<file path="config.mk">
export PLATFORM = sky130hd
export DESIGN_NAME = rf_param_bypass
export DESIGN_NICKNAME = d
export VERILOG_FILES = /design/src/rtl/rf_param_bypass.sv
export SDC_FILE = /design/constraint.sdc
export NUM_CORES = 1
export LEC_CHECK = 0
export CORE_MARGIN = 5
export CORE_UTILIZATION = 55
export DETAILED_ROUTE_END_ITERATION = 8
export PLACE_DENSITY = 0.75
export SYNTH_ARGS = -nofsm -noshare
export SYNTH_HDL_FRONTEND = slang
export SYNTH_SLANG_ARGS = --single-unit
</file>
<file path="constraint.sdc">
create_clock -name clk -period 1.9 [get_ports clk]
set_input_delay 0.57 -clock clk [delete_from_list [all_inputs] [get_ports clk]]
set_output_delay 0.57 -clock clk [all_outputs]
set_load 0.1 [all_outputs]
</file>
<file path="src/rtl/rf_param_bypass.sv">
// Parametrised 2-read/1-write register file with registered reads,
// write->read bypass, optional zero register and busy scoreboard.
module rf_param_bypass #(
    parameter int DATA_W   = 16,
    parameter int ADDR_W   = 4,
    parameter int ZERO_REG = 1
) (
    input  logic              clk,
    input  logic              rst,
    input  logic [ADDR_W-1:0] p0_addr,
    input  logic [ADDR_W-1:0] p1_addr,
    input  logic              re0,
    input  logic              re1,
    output logic [DATA_W-1:0] p0,
    output logic [DATA_W-1:0] p1,
    output logic              p0_busy,
    output logic              p1_busy,
    input  logic [ADDR_W-1:0] dst_addr,
    input  logic [DATA_W-1:0] dst,
    input  logic              we,
    input  logic [ADDR_W-1:0] rsv_addr,
    input  logic              rsv_en,
    input  logic              hlt
);

    localparam int DEPTH = 1 << ADDR_W;
    localparam logic ZR = (ZERO_REG != 0);
    localparam logic [ADDR_W-1:0] A0 = '0;

    logic [DATA_W-1:0] mem_q [DEPTH];
    logic [DEPTH-1:0]  busy_q, busy_d;
    logic [DATA_W-1:0] p0_q, p0_d, p1_q, p1_d;
    logic              p0b_q, p0b_d, p1b_q, p1b_d;
    logic              hlt_q;

    logic wr_ok, rsv_ok, hit0, hit1;

    always_comb begin
        wr_ok  = we && !(ZR && dst_addr == A0);
        rsv_ok = rsv_en && !(ZR && rsv_addr == A0);
        hit0   = we && dst_addr == p0_addr && !(ZR && p0_addr == A0);
        hit1   = we && dst_addr == p1_addr && !(ZR && p1_addr == A0);

        // Reserve is applied after the write clear so a collision leaves busy set.
        busy_d = busy_q;
        if (wr_ok)
            busy_d[dst_addr] = 1'b0;
        if (rsv_ok)
            busy_d[rsv_addr] = 1'b1;

        p0_d  = p0_q;
        p0b_d = p0b_q;
        if (re0) begin
            p0_d  = hit0 ? dst : mem_q[p0_addr];
            p0b_d = busy_q[p0_addr] && !hit0;
        end

        p1_d  = p1_q;
        p1b_d = p1b_q;
        if (re1) begin
            p1_d  = hit1 ? dst : mem_q[p1_addr];
            p1b_d = busy_q[p1_addr] && !hit1;
        end
    end

    always_ff @(posedge clk) begin
        if (rst) begin
            for (int i = 0; i < DEPTH; i++)
                mem_q[i] <= '0;
            busy_q <= '0;
            p0_q   <= '0;
            p1_q   <= '0;
            p0b_q  <= 1'b0;
            p1b_q  <= 1'b0;
            hlt_q  <= 1'b0;
        end else begin
            if (wr_ok)
                mem_q[dst_addr] <= dst;
            busy_q <= busy_d;
            p0_q   <= p0_d;
            p1_q   <= p1_d;
            p0b_q  <= p0b_d;
            p1b_q  <= p1b_d;
            hlt_q  <= hlt;
        end
    end

    assign p0      = p0_q;
    assign p1      = p1_q;
    assign p0_busy = p0b_q;
    assign p1_busy = p1b_q;

`ifndef SYNTHESIS
    // Runs before the NBA region, so it shows the pre-edge contents.
    always @(posedge clk) begin
        if (!rst && hlt && !hlt_q) begin
            for (int i = (ZR ? 1 : 0); i < DEPTH; i++)
                $display("R%1h = %h", i, mem_q[i]);
        end
    end
`endif

endmodule

</file>
==> results of run 1 <==
[metal layers]
layer	routed length (um)	global-route usage, %
met5	0	0
met2	23160	47.62
met3	5225	5.550
met1	18740	41.92
met4	1618	8.953
[repair_timing]
item / in CTS / in global routing
gates resized for setup: 29 / 16
setup endpoints to repair: 101 / 80
cloned: 0 / 0
pin swaps: 9 / 1
setup buffers: 9 / 1
[report_power, final]
group | internal (mW) | switching [mW] | total [mW]
Sequential | 7.69 | 0.263 | 7.95
Clock | 3.68 | 2.69 | 6.37
Combinational | 1.27 | 1.64 | 2.90
[worst reg2reg max path: stages, from the launching register on]
cell,delay (ps)
edfxtp_1,380
mux4_2,530
a311oi_1,570
and3_1,250
o21ai_1,60
[layout make-up]
| class | count | area, sq um |
|---|---|---|
| Timing Repair Buffer | 272 | 3142 |
| Multi-Input combinational cell | 864 | 6898 |
| Sequential cell | 306 | 8688 |
| Inverter | 14 | 52.55 |
| Clock inverter | 19 | 165.2 |
| Clock buffer | 43 | 904.6 |
| Fill cell | 1889 | 8449 |
| Tap cell | 384 | 480.5 |
[per-stage QoR]
step                instances  utilization [%]  worst slack (ps)
finish                   1902            70.64             12.23
global route             1902            70.64            -24.67
CTS                      1901            70.42            0.5282
detailed placement       1831            66.10            -778.3
global placement         1831            66.10            -711.7
floorplan                1293                -             7.175
[cell usage in the layout (no fill, tap or decap), drive strengths merged, types with 43 or more instances in the layout]
cell      n
mux4     68
clkbuf   43
o22ai    66
and2    240
o21ai    75
edfxtp  256
nand2    86
mux2i   134
dfxtp    50
buf     242
[worst paths after layout]
check | from | endpoint | slack, ps
min reg2reg | busy_q[9] | busy_q[9] | 490
min | busy_q[9] | busy_q[9] | 490
max | mem_q[15][12] | p0[12] | 10
max reg2reg | mem_q[15][12] | p0[12] | 10
[registers in the layout (all words and copies together) (netlist names)]
register  count
p1           16
p1_busy       1
p0_busy       1
busy_q       16
mem_q       256
p0           16
[Yosys cell counts (5+ instances only)]
cell type  instances  area, sq um
edfxtp_1         256         7687
and2_1           240         1501
buf_2             30        150.1
buf_6             15        168.9
a31o_2             5        43.79
nand2b_1           9        56.30
nor3_1             6        30.03
xor2_1             6        52.55
clkbuf_1          49        183.9
a311oi_1          30        262.8
nor2_1            36        135.1
o21ai_1           31        155.2
o22ai_1           66        412.9
inv_1             14        52.55
mux4_2            68         1531
a22oi_1            5        37.54
mux2i_1          134         1341
buf_4             13        97.59
nand3_1            5        25.02
and3_1            30        187.7
o21ai_0           44        220.2
nor2b_1           11        68.82
dfxtp_1           50         1001
nand2_1           86        322.8
[logic make-up after synthesis]
| kind of cell | share of synthesized area [%] |
|---|---|
| buf+inv | 4.135 |
| mux | 17.91 |
| compound gates | 8.004 |
| xor+xnor | 0.3277 |
| flops | 54.17 |
| simple gates | 15.42 |
| other cells | 0.02338 |
==> run summary, run 1 <==
status - finished clean
Via density - 6.334
Final Total Pwr - 17.22 mW
Post-Route Setup TNS - 0 ps
Cells after Synth - 1278
hold crit path type - reg -> reg
Fmax - 0.5297 GHz
CTS tree - yes
final instance area - 20330 sq um
Boundary Pins - 73
Placed Area - 19020 sq um
n_diodes - 0
number of global-route vias before repair - 12150
first-pass GRT wire length - 74510 um
hpwl dp - 34150 um
GPL Wtd Cong - 0.9537
total of max-cap violations - 0
nature of the critical path startpoint - flop
Hold WS - 488.8 ps
CP max stage cell - a311oi_1
Hold Buf Count CTS - 0
Remaining DRCs - 0
worst-margin pin slew - 743.9 ps
YS warnings - 0
Die Wd - 180.8 um
Min Clock Period, post-route - 1888 ps
port bufs - 71
die area - 32670 sq um
fin. max-slew vios - 0
register bit count reported by yosys - 306
Netlist cell types - 42
Layout Area Growth over Synthesis - 26.77%
FFs w/ async S/R, synth - 0%
CTS H-tree lvls - 2
crit path cell chain - mux4_2, a311oi_1, and3_1, o21ai_1
CP max stage delay - 570 ps
clock-pin slew on the worst setup and hold paths - 60 ps
deepest clock path buffer count - 3
Layout Skew - 14.32 ps
Hold Path Depth - 2
DR vias - 12050
CTS sink cnt - 306
sequential fraction of the synthesis area - 54.17%
drt wl/cell - 25.63 um
Final Hold Vio Count - 0
syn avg cell area - 12.55 sq um
Relative slew margins - 50.35%
Critical Path Stages - 4
final setup vio count - 0
root buf cell - clkbuf_16
RSZ-0062 raised after global routing - true
Die H - 180.8 um
cell area after synthesis - 16040 sq um
largest net degree at the start of global routing - 33
layout cell share with drive strength beyond 1 - 26.88%
Lkg Pwr - 7.746 nW
Net count, final - 1531
core area - 28780 sq um
Crit path buffers/inverters - 0
Crit. End Element - flop
FF-to-FF path depth - 4
WL final - 48750 um
Worst path top cell family by delay - compound AO/OA/AOI/OAI gates
Worst Path Max Fanout - 2
WS Path Type - reg -> reg
total gr overflow - 0
worst vdd ir - 0.5631 mV
Required @ worst endpoint - 2310 ps
Post-DRT Antenna Nets - 0
antenna violations before repair - 0
Final period util - 99.36%
clock latency on the worst-skew pair - 530 ps
Power Dens Cells - 847.0 nW/um^2
ys flop type - edfxtp_1
num rows - 62
EDFF count, synth - 256
crit path DAT - 2300 ps
Initial Util - 55.73%
Num CTS Buffers - 34
Overall Global Routing Usage - 29.74%
1st-pass router iterations - 5
detailed router's first-iteration violation count - 1718
Power figures use the tool's default switching activity.
==> run 2, diff against run 1 <==
--- a/config.mk
+++ b/config.mk
@@ -8,7 +8,7 @@
 export CORE_MARGIN = 5
 export CORE_UTILIZATION = 55
 export DETAILED_ROUTE_END_ITERATION = 8
-export PLACE_DENSITY = 0.75
+export PLACE_DENSITY_LB_ADDON = 0.1
 export SYNTH_ARGS = -nofsm -noshare
 export SYNTH_HDL_FRONTEND = slang
 export SYNTH_SLANG_ARGS = --single-unit
==> run 2 against run 1 <==
  * First-iteration DRC count fell by 23%
  * Critical path type is now in -> reg
  * Non-clock buffer count rose by 21
  * Critical path depth rose by 4
  * Utilization rose by 0.95 points
  * Fmax rose by 0.80%
  * Global-route usage rose by 0.74 points
  * Register-to-register slack improved by 110 ps
  * Final cell count rose by 1.1%
  * Total power rose by 1.0%
  * Sequential share of layout area fell by 0.57 points
==> run summary, run 2 (same netlist as run 1, synthesis figures left out) <==
Remaining DRCs - 0 (unchanged)
Pint - 12.82 mW (+1.6%)
Hold Buf Count CTS - 0 (unchanged)
DR vias - 11970 (-0.66%)
Switching Share - 26.28% (-0.38 points)
Crit. End Element - flop
Relative slew margins - 53.31% (+3.0 points)
Combinational Power Share - 17.0% (about the same)
layout cell share with drive strength beyond 1 - 28.14% (+1.3 points)
CTS tree - yes
final setup vio count - 0 (unchanged)
Net count, final - 1552 (+1.4%)
Lkg Pwr - 7.898 nW (+2.0%)
Initial Util - 55.73% (unchanged)
area taken by multi-input logic gates - 6970 sq um (+1.1%)
antenna violations before repair - 0 (unchanged)
largest net degree at the start of global routing - 33 (unchanged)
crit path cell chain - buf_8, buf_4, buf_4, mux2i_1, o22ai_1, a311oi_1, and3_1, o21ai_1
CTS H-tree lvls - 2 (unchanged)
Min Clock Period, post-route - 1873 ps (-14.91 ps)
DP Worst Slack - -740.1 ps (+38.26 ps)
hold path startpoint - p1[15]
CP max stage delay - 400 ps (-170 ps)
Core Util, Final - 71.59% (+0.95 points)
core area - 28780 sq um (unchanged)
Worst Path Max Fanout - 22 (+20)
Boundary Pins - 73 (unchanged)
most common cell after layout, fill and taps aside - edfxtp_1
nature of the critical path startpoint - primary input
most frequent cells in the layout - edfxtp_1 (256), and2_1 (240), buf_4 (171), mux2i_1 (134), nand2_1 (86)
Seq pwr share - 45.7% (-0.5 points)
Final period util - 98.57% (-0.78 points)
num rows - 62 (unchanged)
hpwl dp - 36060 um (+5.6%)
CTS sink cnt - 306 (unchanged)
Die Wd - 180.8 um (unchanged)
hold crit path type - reg -> reg
clock power share - 37.2% (+0.2 points)
GPL Wtd Cong - 0.9586 (+0.51%)
worst vdd ir - 0.6271 mV (+11%)
R2R Path Start - mem_q[10][10]
Biggest register - mem_q
Num CTS Buffers - 34 (unchanged)
WL final - 50870 um (+4.3%)
RSZ-0062 raised after global routing - false
1st-pass router iterations - 6 (+1)
Via density - 6.224 (-1.7%)
fill count - 1971 (+4.3%)
status - finished clean
clock latency on the worst-skew pair - 520 ps (about the same)
register area - 8688 sq um (unchanged)
clock-pin slew on the worst setup and hold paths - 50 ps (about the same)
first-pass GRT wire length - 75190 um (+0.91%)
WS Path Type - in -> reg
Layout Area Growth over Synthesis - 28.48%
Layout Skew - 12.48 ps (-1.835 ps)
detailed router's first-iteration violation count - 1327 (-23%)
Fmax - 0.5339 GHz (+0.80%)
Required @ worst endpoint - 2310 ps (about the same)
launch point of the worst path - p0_addr[0]
n_diodes - 0 (unchanged)
total gr overflow - 0 (unchanged)
crit path DAT - 2280 ps (-20 ps)
Die H - 180.8 um (unchanged)
CP max stage cell - a311oi_1
Post-DRT Antenna Nets - 0 (unchanged)
Power Dens Cells - 844.3 nW/um^2 (-0.32%)
Final WS setup - 27.13 ps (+14.91 ps)
deepest clock path buffer count - 3 (unchanged)
max FFs per register - 256 (unchanged)
sw power - 4.571 mW (-0.42%)
fin. max-slew vios - 0 (unchanged)
drt wl/cell - 26.45 um (+3.2%)
most frequent CP cell - buf_4
number of global-route vias before repair - 11920 (-2.0%)
worst-margin pin slew - 699.5 ps (-44.40 ps)
total of max-cap violations - 0 (unchanged)
Overall Global Routing Usage - 30.48% (+0.74 points)
port bufs - 71 (unchanged)
Final Hold Vio Count - 0 (unchanged)
root buf cell - clkbuf_16
die area - 32670 sq um (unchanged)
## run 2: cell count changes in the layout (fill, tap and decap cells not counted), moves of 3 or more
cell and change:
o21ai_0 -3, dlymetal6s2s_1 +3, buf_4 +22, clkbuf_16 +5, buf_12 -3, nor3_2 +3, clkbuf_1 +4, o22ai_4 +4
o22ai_1 -4
## run 2: worst max-delay path: cells and delay by family
family / cells / cell delay (ps)
compound gates: 3 / 610
buf+inv: 3 / 610
mux: 1 / 230
simple gates: 1 / 230
## run 2: per-layer routing
metal	vias up	GRT usage, %	share of wire [%]
met5	-	0	0
met4	0	8.137	2.7
met2	663	47.33	46
met3	105	7.621	11
met1	5950	43.45	40
li1	5250	-	-
## run 2: layout make-up
type | instances | share of cell area, %
Inverter | 14 | 0.2550
Clock buffer | 52 | 4.961
Timing Repair Buffer | 293 | 16.10
Clock inverter | 10 | 0.3522
Tap cell | 384 | 2.332
Sequential cell | 306 | 42.17
Multi-Input combinational cell | 864 | 33.83
## run 2: stage by stage
step                instance area, sq um  hold slack, ps  TNS, ps  cells  power [mW]
finish                             20600           488.2        0   1923       17.40
global route                       20600           508.5        0   1923       17.89
CTS                                20410           484.9        0   1917       17.36
detailed placement                 19170           470.6  -240740   1854       10.92
global placement                   19170           462.4  -239050   1854       10.86
floorplan                          16130           445.7        0   1293       9.586
## run 2: power by group through the flow
stage | Combinational (mW) | Clock, mW | Sequential (mW)
after floorplan | 1.20 | 0 | 8.39
after detailed placement | 2.84 | 0 | 8.08
after CTS | 2.89 | 6.53 | 7.95
final | 2.97 | 6.48 | 7.95
after global placement | 2.81 | 0 | 8.05
after global routing | 3.08 | 6.82 | 7.99
## run 2: repair_timing
action | CTS | global route
gates cloned | 0 | 3
setup buffers | 1 | 3
resized for setup | 32 | 28
pin swaps | 3 | 5
setup endpoints to repair | 69 | 221
## run 2: final timing paths
check        endpoint  slack, ps  depth (start not counted)
max             p0[1]         30                          8
min            p1[15]        490                          2
max reg2reg    p1[10]        120                          5
min reg2reg    p1[15]        490                          2
==> run 3, diff against run 2 <==
--- a/config.mk
+++ b/config.mk
@@ -8,7 +8,7 @@
 export CORE_MARGIN = 5
 export CORE_UTILIZATION = 55
 export DETAILED_ROUTE_END_ITERATION = 8
-export PLACE_DENSITY_LB_ADDON = 0.1
+export PLACE_DENSITY = 0.88
 export SYNTH_ARGS = -nofsm -noshare
 export SYNTH_HDL_FRONTEND = slang
 export SYNTH_SLANG_ARGS = --single-unit
==> run 3 against run 2 <==
  * Register-to-register slack got worse by 100 ps
  * Non-clock buffer count fell by 32
  * The flow now finishes with violations (negative setup slack)
  * Via count rose by 6.9%
  * Critical endpoint is now p0[10]
  * Final cell count fell by 2.0%
  * Clock skew fell by 3.0 ps
  * Highest routed layer unchanged
  * Critical path depth did not move
  * Fmax fell by 5.5%
  * Utilization fell by 1.4 points
  * Hold slack improved by 5.8 ps
  * First-iteration DRC count rose by 91%
  * Routed wire length rose by 5.1%
==> run summary, run 3 (same netlist as run 1, synthesis figures left out) <==
root buf cell - clkbuf_16
Die H - 180.8 um (unchanged)
total gr overflow - 0 (unchanged)
drt wl/cell - 28.37 um (+7.2%)
Num CTS Buffers - 31 (-8.8%)
Relative slew margins - 49.95% (-3.4 points)
Worst Path Max Fanout - 8 (-64%)
hpwl dp - 35500 um (-1.6%)
Placed Area - 19030 sq um (-0.70%)
Power Dens Cells - 822.7 nW/um^2 (-2.6%)
DR vias - 12790 (+6.9%)
status - complete, but fails checks
R2R Path Start - mem_q[15][3]
num rows - 62 (unchanged)
hold crit path type - reg -> reg
DP Worst Slack - -785.2 ps (-45.13 ps)
CTS H-tree lvls - 1 (-1)
Hold Buf Count CTS - 0 (unchanged)
crit path to - p0[10]
first-pass GRT wire length - 77980 um (+3.7%)
failing checks - negative setup slack
Final Hold Vio Count - 0 (unchanged)
Post-DRT Antenna Nets - 0 (unchanged)
RR Endpoint - p0[3]
layout cell share with drive strength beyond 1 - 25.40% (-2.7 points)
met3 GRT Util - 8.808% (+1.2 points)
Min Clock Period, post-route - 1981 ps (+108.0 ps)
Remaining DRCs - 0 (unchanged)
Die Wd - 180.8 um (unchanged)
Layout Area Growth over Synthesis - 25.92%
most frequent cells in the layout - edfxtp_1 (256), and2_1 (240), mux2i_1 (134), buf_4 (131), buf_12 (89)
M1 GR Usage - 40.21% (-3.2 points)
Net count, final - 1517 (-2.3%)
GPL Wtd Cong - 0.9730 (+1.5%)
FF-to-FF path depth - 5 (unchanged)
antenna violations before repair - 1 (+1)
CTS tree - yes
core area - 28780 sq um (unchanged)
Layout Skew - 9.525 ps (-2.958 ps)
1st-pass router iterations - 9 (+3)
max FFs per register - 256 (unchanged)
final setup vio count - 5 (+5)
WL final - 53470 um (+5.1%)
Via density - 6.785 (+9.0%)
fin. max-slew vios - 0 (unchanged)
total of max-cap violations - 0 (unchanged)
detailed router's first-iteration violation count - 2536 (+91%)
worst-margin pin slew - 749.9 ps (+50.35 ps)
clock latency on the worst-skew pair - 580 ps (+60 ps)
GRT met2 Usage - 49.21% (+1.9 points)
Hold Path Depth - 2 (unchanged)
crit path DAT - 2440 ps (+160 ps)
Required @ worst endpoint - 2360 ps (+50 ps)
final instance area - 20190 sq um (-2.0%)
Core Util, Final - 70.17% (-1.4 points)
Crit. End Element - flop
Fmax - 0.5048 GHz (-5.5%)
worst vdd ir - 0.6371 mV (+1.6%)
Final period util - 104.3% (+5.7 points)
Worst R2R Setup Slack - 20 ps (-100 ps)
Overall Global Routing Usage - 31.13% (+0.65 points)
Biggest register - mem_q
Boundary Pins - 73 (unchanged)
gr busiest metal - met2
Lkg Pwr - 7.656 nW (-3.1%)
Final Total Pwr - 16.61 mW (-4.5%)
deepest clock path buffer count - 3 (unchanged)
nature of the critical path startpoint - primary input
port bufs - 71 (unchanged)
CTS sink cnt - 306 (unchanged)
Final WS setup - -80.84 ps (-108.0 ps)
launch point of the worst path - dst_addr[3]
WS Path Type - in -> reg
die area - 32670 sq um (unchanged)
number of global-route vias before repair - 12780 (+7.2%)
largest net degree at the start of global routing - 33 (unchanged)
most common cell after layout, fill and taps aside - edfxtp_1
Initial Util - 55.73% (unchanged)
clock-pin slew on the worst setup and hold paths - 70 ps (+20 ps)
==> run 3: changes by cell type in the layout (fill, tap and decap cells not counted), sizes merged <==
cell           before  now
buf               261  228
clkbuf             54   44
clkdlybuf4s50      24   27
clkinv              9   13
diode               0    1
dlygate4sd2         2    1
dlymetal6s2s        4    2
==> run 3: repair_timing <==
action,CTS,global route
setup endpoints to repair,36,53
endpoints found under the hold margin,0,0
gates resized for setup,12,30
pin swaps,1,7
buffers inserted,0,5
gates cloned,0,3
==> run 3: worst min-delay path by stage <==
stage | startpoint | end
floorplan | busy_q[14] | busy_q[14]
global placement | busy_q[9] | busy_q[9]
detailed placement | busy_q[10] | busy_q[10]
CTS | busy_q[7] | busy_q[7]
global route | p1[2] | p1[2]
finish | p1[2] | p1[2]
==> run 3: metrics by stage <==
step           TNS [ps]  hold slack, ps  std cells
4_1_cts               0           489.6       1876
6_report         -154.3           494.0       1885
5_1_grt          -807.5           515.2       1884
3_5_place_dp    -203090           479.4       1821
3_3_place_gp    -191180           460.0       1821
2_1_floorplan         0           445.7       1293
==> run 3: metal layers <==
metal  part of all wire, %  vias to the layer above  wire [um]
met5                     0                        -          0
met4                   6.1                        0       3268
met3                    15                      303       7788
met2                    46                     1224      24400
met1                    34                     6098      18010
li1                      -                     5165          -
==> run 3: where the power goes <==
part | switching [mW] | internal [mW] | total [mW]
Sequential | 0.293 | 7.69 | 7.98
Combinational | 1.72 | 1.26 | 2.99
Clock | 2.54 | 3.11 | 5.65
Total | 4.56 | 12.1 | 16.6
==> run 3: layout make-up <==
class / instances / area (sq um)
Antenna cell: 1 / 2.502
Clock buffer: 41 / 813.3
Clock inverter: 14 / 85.08
Fill cell: 1776 / 8586
Inverter: 14 / 52.55
Multi-Input combinational cell: 864 / 6880
Sequential cell: 306 / 8688
Tap cell: 384 / 480.5
Timing Repair Buffer: 261 / 3192
==> run 3: critical path, stage by stage <==
cell and delay [ps]:
clkdlybuf4s50_1 450, buf_6 160, xor2_1 180, nor3_2 310
nand3_4 210, buf_6 210, o21ai_0 250, o21ai_1 110
